File: src/rtl/pc_fetch_pkg.sv
// pc_fetch_pkg: types and constants shared by the fetch stage and the
// downstream IF/ID and ID stages.
package pc_fetch_pkg;

  localparam int unsigned ADDR_W_DEFAULT = 32;
  localparam int unsigned INST_W_DEFAULT = 32;

  // First fetch address after reset (MIPS-style boot vector).
  localparam logic [31:0] RESET_PC_DEFAULT = 32'hBFC0_0000;

  // Instruction presented while nothing has been fetched yet.
  localparam logic [31:0] INST_NOP = 32'h0000_0000;

  typedef logic [ADDR_W_DEFAULT-1:0] addr_t;
  typedef logic [INST_W_DEFAULT-1:0] inst_t;

  // Fetch sequencer states.
  typedef enum logic [1:0] {
    IDLE = 2'd0,
    REQ  = 2'd1,
    WAIT = 2'd2,
    HOLD = 2'd3
  } fetch_state_t;

  // Next-pc source selection.
  typedef enum logic [1:0] {
    PC_SEL_HOLD  = 2'd0,
    PC_SEL_INC   = 2'd1,
    PC_SEL_REDIR = 2'd2,
    PC_SEL_RESET = 2'd3
  } pc_sel_t;

endpackage : pc_fetch_pkg

File: src/rtl/pc_fetch_pc_next_sel.sv
// pc_next_sel: combinational next-pc mux for the fetch stage.
// Redirect targets are forced word aligned; the increment wraps naturally
// at 2^ADDR_W.
module pc_next_sel
  import pc_fetch_pkg::*;
#(
  parameter int unsigned       ADDR_W   = ADDR_W_DEFAULT,
  parameter logic [ADDR_W-1:0] RESET_PC = ADDR_W'(RESET_PC_DEFAULT)
) (
  input  pc_sel_t           sel_i,
  input  logic [ADDR_W-1:0] pc_i,
  input  logic [ADDR_W-1:0] redirect_pc_i,
  output logic [ADDR_W-1:0] pc_next_o
);

  // Low address bits of a redirect target carry no meaning for a word fetch.
  logic [1:0] redirect_lsb_unused;
  assign redirect_lsb_unused = redirect_pc_i[1:0];

  // Select the program counter value for the next cycle.
  always_comb begin
    pc_next_o = pc_i;
    case (sel_i)
      PC_SEL_HOLD:  pc_next_o = pc_i;
      PC_SEL_INC:   pc_next_o = pc_i + ADDR_W'(4);
      PC_SEL_REDIR: pc_next_o = {redirect_pc_i[ADDR_W-1:2], 2'b00};
      PC_SEL_RESET: pc_next_o = RESET_PC;
      default:      pc_next_o = pc_i;
    endcase
  end

endmodule : pc_next_sel

File: src/rtl/pc_fetch.sv
// pc_fetch: instruction-fetch stage feeding the IF/ID register.
// Owns the pc, issues one imem request at a time (req/gnt/rvalid) and
// presents {out_inst, out_pc, out_valid}. Redirects flush any in-flight
// response; stall freezes the output and blocks new requests.
// Optional build macro PC_FETCH_STAT_EN adds stat_fetched and
// stat_stall_cyc counters.
module pc_fetch
  import pc_fetch_pkg::*;
#(
  parameter int unsigned       ADDR_W   = ADDR_W_DEFAULT,
  parameter int unsigned       INST_W   = INST_W_DEFAULT,
  parameter logic [ADDR_W-1:0] RESET_PC = ADDR_W'(RESET_PC_DEFAULT)
) (
  input  logic              clk,
  input  logic              rst,
  input  logic              redirect_valid,
  input  logic [ADDR_W-1:0] redirect_pc,
  input  logic              stall,
  output logic              imem_req,
  output logic [ADDR_W-1:0] imem_addr,
  input  logic              imem_gnt,
  input  logic              imem_rvalid,
  input  logic [INST_W-1:0] imem_rdata,
  output logic              out_valid,
  output logic [INST_W-1:0] out_inst,
  output logic [ADDR_W-1:0] out_pc
`ifdef PC_FETCH_STAT_EN
  ,
  output logic [31:0]       stat_fetched,
  output logic [31:0]       stat_stall_cyc
`endif
);

  fetch_state_t      state_q,     state_d;
  logic [ADDR_W-1:0] pc_q,        pc_d;
  logic              kill_q,      kill_d;
  logic              out_valid_q, out_valid_d;
  logic [INST_W-1:0] out_inst_q,  out_inst_d;
  logic [ADDR_W-1:0] out_pc_q,    out_pc_d;
  logic              imem_req_q,  imem_req_d;
  logic [ADDR_W-1:0] imem_addr_q, imem_addr_d;

  pc_sel_t pc_sel;
  logic    rsp_capture;

  pc_next_sel #(
    .ADDR_W   (ADDR_W),
    .RESET_PC (RESET_PC)
  ) u_pc_next_sel (
    .sel_i         (pc_sel),
    .pc_i          (pc_q),
    .redirect_pc_i (redirect_pc),
    .pc_next_o     (pc_d)
  );

  // Next-state decode: sequencing, pc source, kill flag and output capture.
  always_comb begin
    state_d     = state_q;
    kill_d      = kill_q;
    pc_sel      = PC_SEL_HOLD;
    rsp_capture = 1'b0;

    case (state_q)
      IDLE: begin
        if (redirect_valid) begin
          pc_sel  = PC_SEL_REDIR;
          state_d = REQ;
        end else if (!stall) begin
          state_d = REQ;
        end else begin
          state_d = IDLE;
        end
      end

      REQ: begin
        if (redirect_valid) begin
          pc_sel = PC_SEL_REDIR;
          if (imem_gnt) begin
            // The just-granted fetch is stale; swallow its response.
            kill_d  = 1'b1;
            state_d = WAIT;
          end else begin
            state_d = REQ;
          end
        end else if (imem_gnt) begin
          state_d = WAIT;
        end else begin
          state_d = REQ;
        end
      end

      WAIT: begin
        if (imem_rvalid) begin
          // The single outstanding response has landed; nothing else is owed.
          kill_d = 1'b0;
          if (redirect_valid) begin
            pc_sel  = PC_SEL_REDIR;
            state_d = REQ;
          end else if (kill_q) begin
            state_d = REQ;
          end else begin
            rsp_capture = 1'b1;
            pc_sel      = PC_SEL_INC;
            state_d     = stall ? HOLD : REQ;
          end
        end else if (redirect_valid) begin
          kill_d  = 1'b1;
          pc_sel  = PC_SEL_REDIR;
          state_d = WAIT;
        end else begin
          state_d = WAIT;
        end
      end

      HOLD: begin
        if (redirect_valid) begin
          pc_sel  = PC_SEL_REDIR;
          state_d = REQ;
        end else if (!stall) begin
          state_d = REQ;
        end else begin
          state_d = HOLD;
        end
      end

      default: begin
        state_d = IDLE;
        kill_d  = 1'b0;
      end
    endcase

    // A live instruction survives only while the pipeline is stalled;
    // a redirect always flushes it.
    if (redirect_valid) begin
      out_valid_d = 1'b0;
    end else begin
      out_valid_d = rsp_capture | (out_valid_q & stall);
    end

    if (rsp_capture) begin
      out_inst_d = imem_rdata;
      out_pc_d   = pc_q;
    end else begin
      out_inst_d = out_inst_q;
      out_pc_d   = out_pc_q;
    end

    // Request lines are registered from the next state so they are glitch-free.
    imem_req_d = (state_d == REQ);
    if (state_d == REQ) begin
      imem_addr_d = pc_d;
    end else begin
      imem_addr_d = imem_addr_q;
    end
  end

  // Fetch state, pc and registered output/request lines.
  always_ff @(posedge clk or negedge rst) begin
    if (!rst) begin
      state_q     <= IDLE;
      pc_q        <= RESET_PC;
      kill_q      <= 1'b0;
      out_valid_q <= 1'b0;
      out_inst_q  <= INST_W'(INST_NOP);
      out_pc_q    <= {ADDR_W{1'b0}};
      imem_req_q  <= 1'b0;
      imem_addr_q <= {ADDR_W{1'b0}};
    end else begin
      state_q     <= state_d;
      pc_q        <= pc_d;
      kill_q      <= kill_d;
      out_valid_q <= out_valid_d;
      out_inst_q  <= out_inst_d;
      out_pc_q    <= out_pc_d;
      imem_req_q  <= imem_req_d;
      imem_addr_q <= imem_addr_d;
    end
  end

  assign imem_req  = imem_req_q;
  assign imem_addr = imem_addr_q;
  assign out_valid = out_valid_q;
  assign out_inst  = out_inst_q;
  assign out_pc    = out_pc_q;

`ifdef PC_FETCH_STAT_EN
  logic [31:0] stat_fetched_q;
  logic [31:0] stat_stall_cyc_q;

  // Count captured responses and stalled cycles; both wrap at 2^32.
  always_ff @(posedge clk or negedge rst) begin
    if (!rst) begin
      stat_fetched_q   <= 32'd0;
      stat_stall_cyc_q <= 32'd0;
    end else begin
      stat_fetched_q   <= stat_fetched_q + {31'd0, rsp_capture};
      stat_stall_cyc_q <= stat_stall_cyc_q + {31'd0, stall};
    end
  end

  assign stat_fetched   = stat_fetched_q;
  assign stat_stall_cyc = stat_stall_cyc_q;
`endif

endmodule : pc_fetch

File: config.mk
export PLATFORM = sky130hd
export DESIGN_NAME = pc_fetch
export DESIGN_NICKNAME = d
export VERILOG_FILES = /design/src/rtl/pc_fetch_pkg.sv /design/src/rtl/pc_fetch_pc_next_sel.sv /design/src/rtl/pc_fetch.sv
export SDC_FILE = /design/constraint.sdc
export NUM_CORES = 1
export LEC_CHECK = 0
export BUFFER_PORTS_ARGS = -buffer_cell sky130_fd_sc_hd__buf_2
export CAP_MARGIN = 20
export CORE_ASPECT_RATIO = 0.9
export CORE_UTILIZATION = 56
export DETAILED_ROUTE_END_ITERATION = 8
export GPL_ROUTABILITY_DRIVEN = 1
export GPL_TIMING_DRIVEN = 0
export PLACE_DENSITY = 0.82
export SLEW_MARGIN = 20
export SYNTH_ARGS = -nofsm -noshare
export SYNTH_HDL_FRONTEND = slang
export SYNTH_SLANG_ARGS = --single-unit
File: constraint.sdc
create_clock -name clk -period 4.6 [get_ports clk]
set_input_delay 0.46 -clock clk [delete_from_list [all_inputs] [get_ports clk]]
set_output_delay 0.46 -clock clk [all_outputs]
set_load 0.005 [all_outputs]
==> out/results.ini <==
[status]
run_status=finished clean

[logic_synthesis]
synth-edff-count=0
ys_seq_elements=133
netlist_area_sq_mm=0.00585
ys_warn_count=0
synth-simple-area-share_pct=12.5
synth_xor_area_share_pct=3.00
yosysSeqAreaShare_pct=57.1
async_reset_ff_share_pct=100
syn_area_per_cell_sq_um=12.8
synth_nets=527
synth_cell_types=50
syn_inst=456
yosys-mux-area-fraction_pct=19.6
synthAdderAreaFrac_pct=0.214
synth_top_family_by_area=multiplexers
synthFlopType=dfrtp_1
synth-compound-area-share_pct=5.37

[clock_network]
clk_pin_slew_ns=0.05
cts_inserted_buffers=17
cts_buffer_depth=2
ctsResizeCount=0
htree_num_levels=4
post_cts_buffers=0
clk_latency_ns=0.41
root_buffer=clkbuf_16
cts_hold_buffers=0
cts_tree=built
clock-sinks=133

[grt]
overflow=0
antenna_found_initial=0
first_global_vias=4449
grtUsageTotal_pct=28.1
grt_max_degree=85
grt_pass1_wl_microns=22800

[timing]
setup_viol_count_final=0
final-hold-violation-count=0
rsz0062_at_grt=no
finalCritPeriodShare_pct=50.5
tns_ns=0
worst_pin_slew_ns=1.03
setup_slack_ns=2.28
min_period_ns=2.32
fin_skew_ns=0.0110
slew_headroom_pct=30.8
clock.fmax_mhz=430
final_max_slew_viol_count=0

[critical_path]
crit-reg2reg-launch=state_q[0]$_DFF_PN0_
ff2ff_path_depth=6
critPathCaptureType=register
worstPathMaxFanout=9
required_ns=4.89
ff2ff_setup_slack_ns=2.28
crit_arrival_ns=2.61
reg2reg_to=imem_addr[31]$_DFFE_PN0N_
worstSetupStartpointType=register
critical_path_class=register to register

[layout]
nets=712
diodes=0
syn_to_final_growth_pct=28.4
fillCellCount=696
drive_gt1_share_pct=49.1
design_area_sq_mm=0.00750
stdcell_count=783

[power_and_ir_drop]
power_mw=4.69
vdd_drop_max_mv=0.366
power_density_mw_per_mm2=625
p_leak_nw=3.61

[run]
cap_violations=0

[route]
routedWlPerCell_microns=18.1
routed_wl_microns=14200
firstDrtPassIters=5
num_vias=4459
drtAntennaViolNets=0
drt_iter0_drc=316
drcViolationCount=0
drt-vias-per-instance=5.69

[die]
die_y_microns=98.9
die-area_sq_mm=0.0109
start_util_pct=57.3
fp-row-count=35
io_pins=168
coreArea_sq_mm=0.0102
die_w_microns=110

[placement]
routabilityCongestion=0.848
place_worst_setup_slack_ns=2.03
place_area_sq_mm=0.00687
hpwl_microns=10200
dp_cells=751
portBuffers=165

[min_path]
worstHoldPathType=input port to asynchronous set/reset pin

[critical path, cell delays in order (launching register included)]
cell and delay, ns:
dfrtp_1 0.42, nand4bb_1 0.21, buf_4 0.20, or4_4 0.60, nor4_4 0.30, xor2_1 0.14
a221o_1 0.33
[where the power goes]
part	leakage [nW]	switching [mW]	internal [mW]
sequential	1.63	0.253	1.62
clock	0.312	0.476	0.967
combinational	1.66	0.620	0.757
total	3.61	1.35	3.34
[logic make-up (layout without fill, tap and decap cells)]
kind of cell,Yosys count,after routing
and+or+nand+nor,124,124
AOI/OAI and AO/OA,45,45
adders and majority gates,1,1
buffers and inverters,31,229
muxes,102,102
xor gates and xnor gates,20,20
DFF,133,133
[how the worst max path moves through the flow]
stage                               startpoint                   endpoint  slack (ns)  cells past startpoint
after floorplan           state_q[0]$_DFF_PN0_  imem_addr[28]$_DFFE_PN0N_        2.55                      6
after global placement                     rst   out_inst[18]$_DFFE_PN0N_        1.45                      1
after CTS                 state_q[0]$_DFF_PN0_  imem_addr[31]$_DFFE_PN0N_        2.30                      6
after global routing      state_q[1]$_DFF_PN0_  imem_addr[27]$_DFFE_PN0N_        2.10                      6
after detailed placement        redirect_valid  imem_addr[30]$_DFFE_PN0N_        2.03                      7
final                     state_q[0]$_DFF_PN0_  imem_addr[31]$_DFFE_PN0N_        2.28                      6
[synth_stat cells (all sizes together), types with 6 or more instances]
master / number / area [sq um]
dfstp: 9 / 236
nand2: 35 / 134
nor3: 13 / 65.1
inv: 7 / 26.3
nand3: 15 / 75.1
a221o: 9 / 90.1
mux2: 99 / 1110
o21ai: 12 / 60.1
nand4: 13 / 87.6
and3: 6 / 37.5
clkbuf: 11 / 41.3
nor2: 10 / 37.5
nor4: 10 / 111
xor2: 10 / 87.6
a21oi: 8 / 40.0
buf: 13 / 63.8
dfrtp: 124 / 3100
xnor2: 10 / 87.6
[through the flow]
step,hold WS [ns],utilization [%]
global route,0.157,73.6
floorplan,0.164,-
global placement,0.483,67.0
CTS,0.133,73.6
detailed placement,0.486,67.3
finish,0.0933,73.6
[cell usage in the layout (no fill, tap or decap), types with 4 or more instances in the layout]
| cell type | instances |
|---|---|
| xor2_1 | 10 |
| nand2_1 | 34 |
| a21oi_1 | 8 |
| bufinv_16 | 4 |
| dfrtp_1 | 124 |
| nor4_1 | 5 |
| buf_2 | 173 |
| and3_1 | 6 |
| dfstp_2 | 9 |
| nor2_1 | 10 |
| clkbuf_16 | 17 |
| xnor2_1 | 10 |
| clkbuf_8 | 4 |
| and4_1 | 5 |
| nor3_1 | 13 |
| a221o_1 | 9 |
| mux2_2 | 99 |
| clkbuf_1 | 15 |
| o21ai_0 | 12 |
| nand4_1 | 12 |
| nor2b_1 | 4 |
| inv_1 | 7 |
| nand3_1 | 15 |
[final cells by class]
type / instances / area [sq um] / share of cell area, %
clock inverters: 7 / 143 / 1.90
well taps: 129 / 161 / 2.15
plain buffers: 24 / 105 / 1.40
inverters: 7 / 26.3 / 0.350
clock buffers: 25 / 495 / 6.60
flip-flops and latches: 133 / 3340 / 44.5
multi-input cells: 292 / 2370 / 31.6
repair buffers: 166 / 860 / 11.5
[per-layer routing]
layer / up-vias / GRT usage, % / share of wire [%]
met3: 24 / 5.49 / 5.8
met1: 2211 / 38.8 / 43
met2: 185 / 43.9 / 49
met4: 0 / 10.6 / 1.5
li1: 2039 / - / -
met5: - / 0 / 0
[sequential cells by signal (all words and copies together), names as in the netlist]
register	flops
kill_q	1
out_inst	32
state_q	2
imem_req	1
imem_addr	32
pc_q	32
out_pc	32
out_valid	1
No activity file was read; power rests on OpenSTA's default activity.
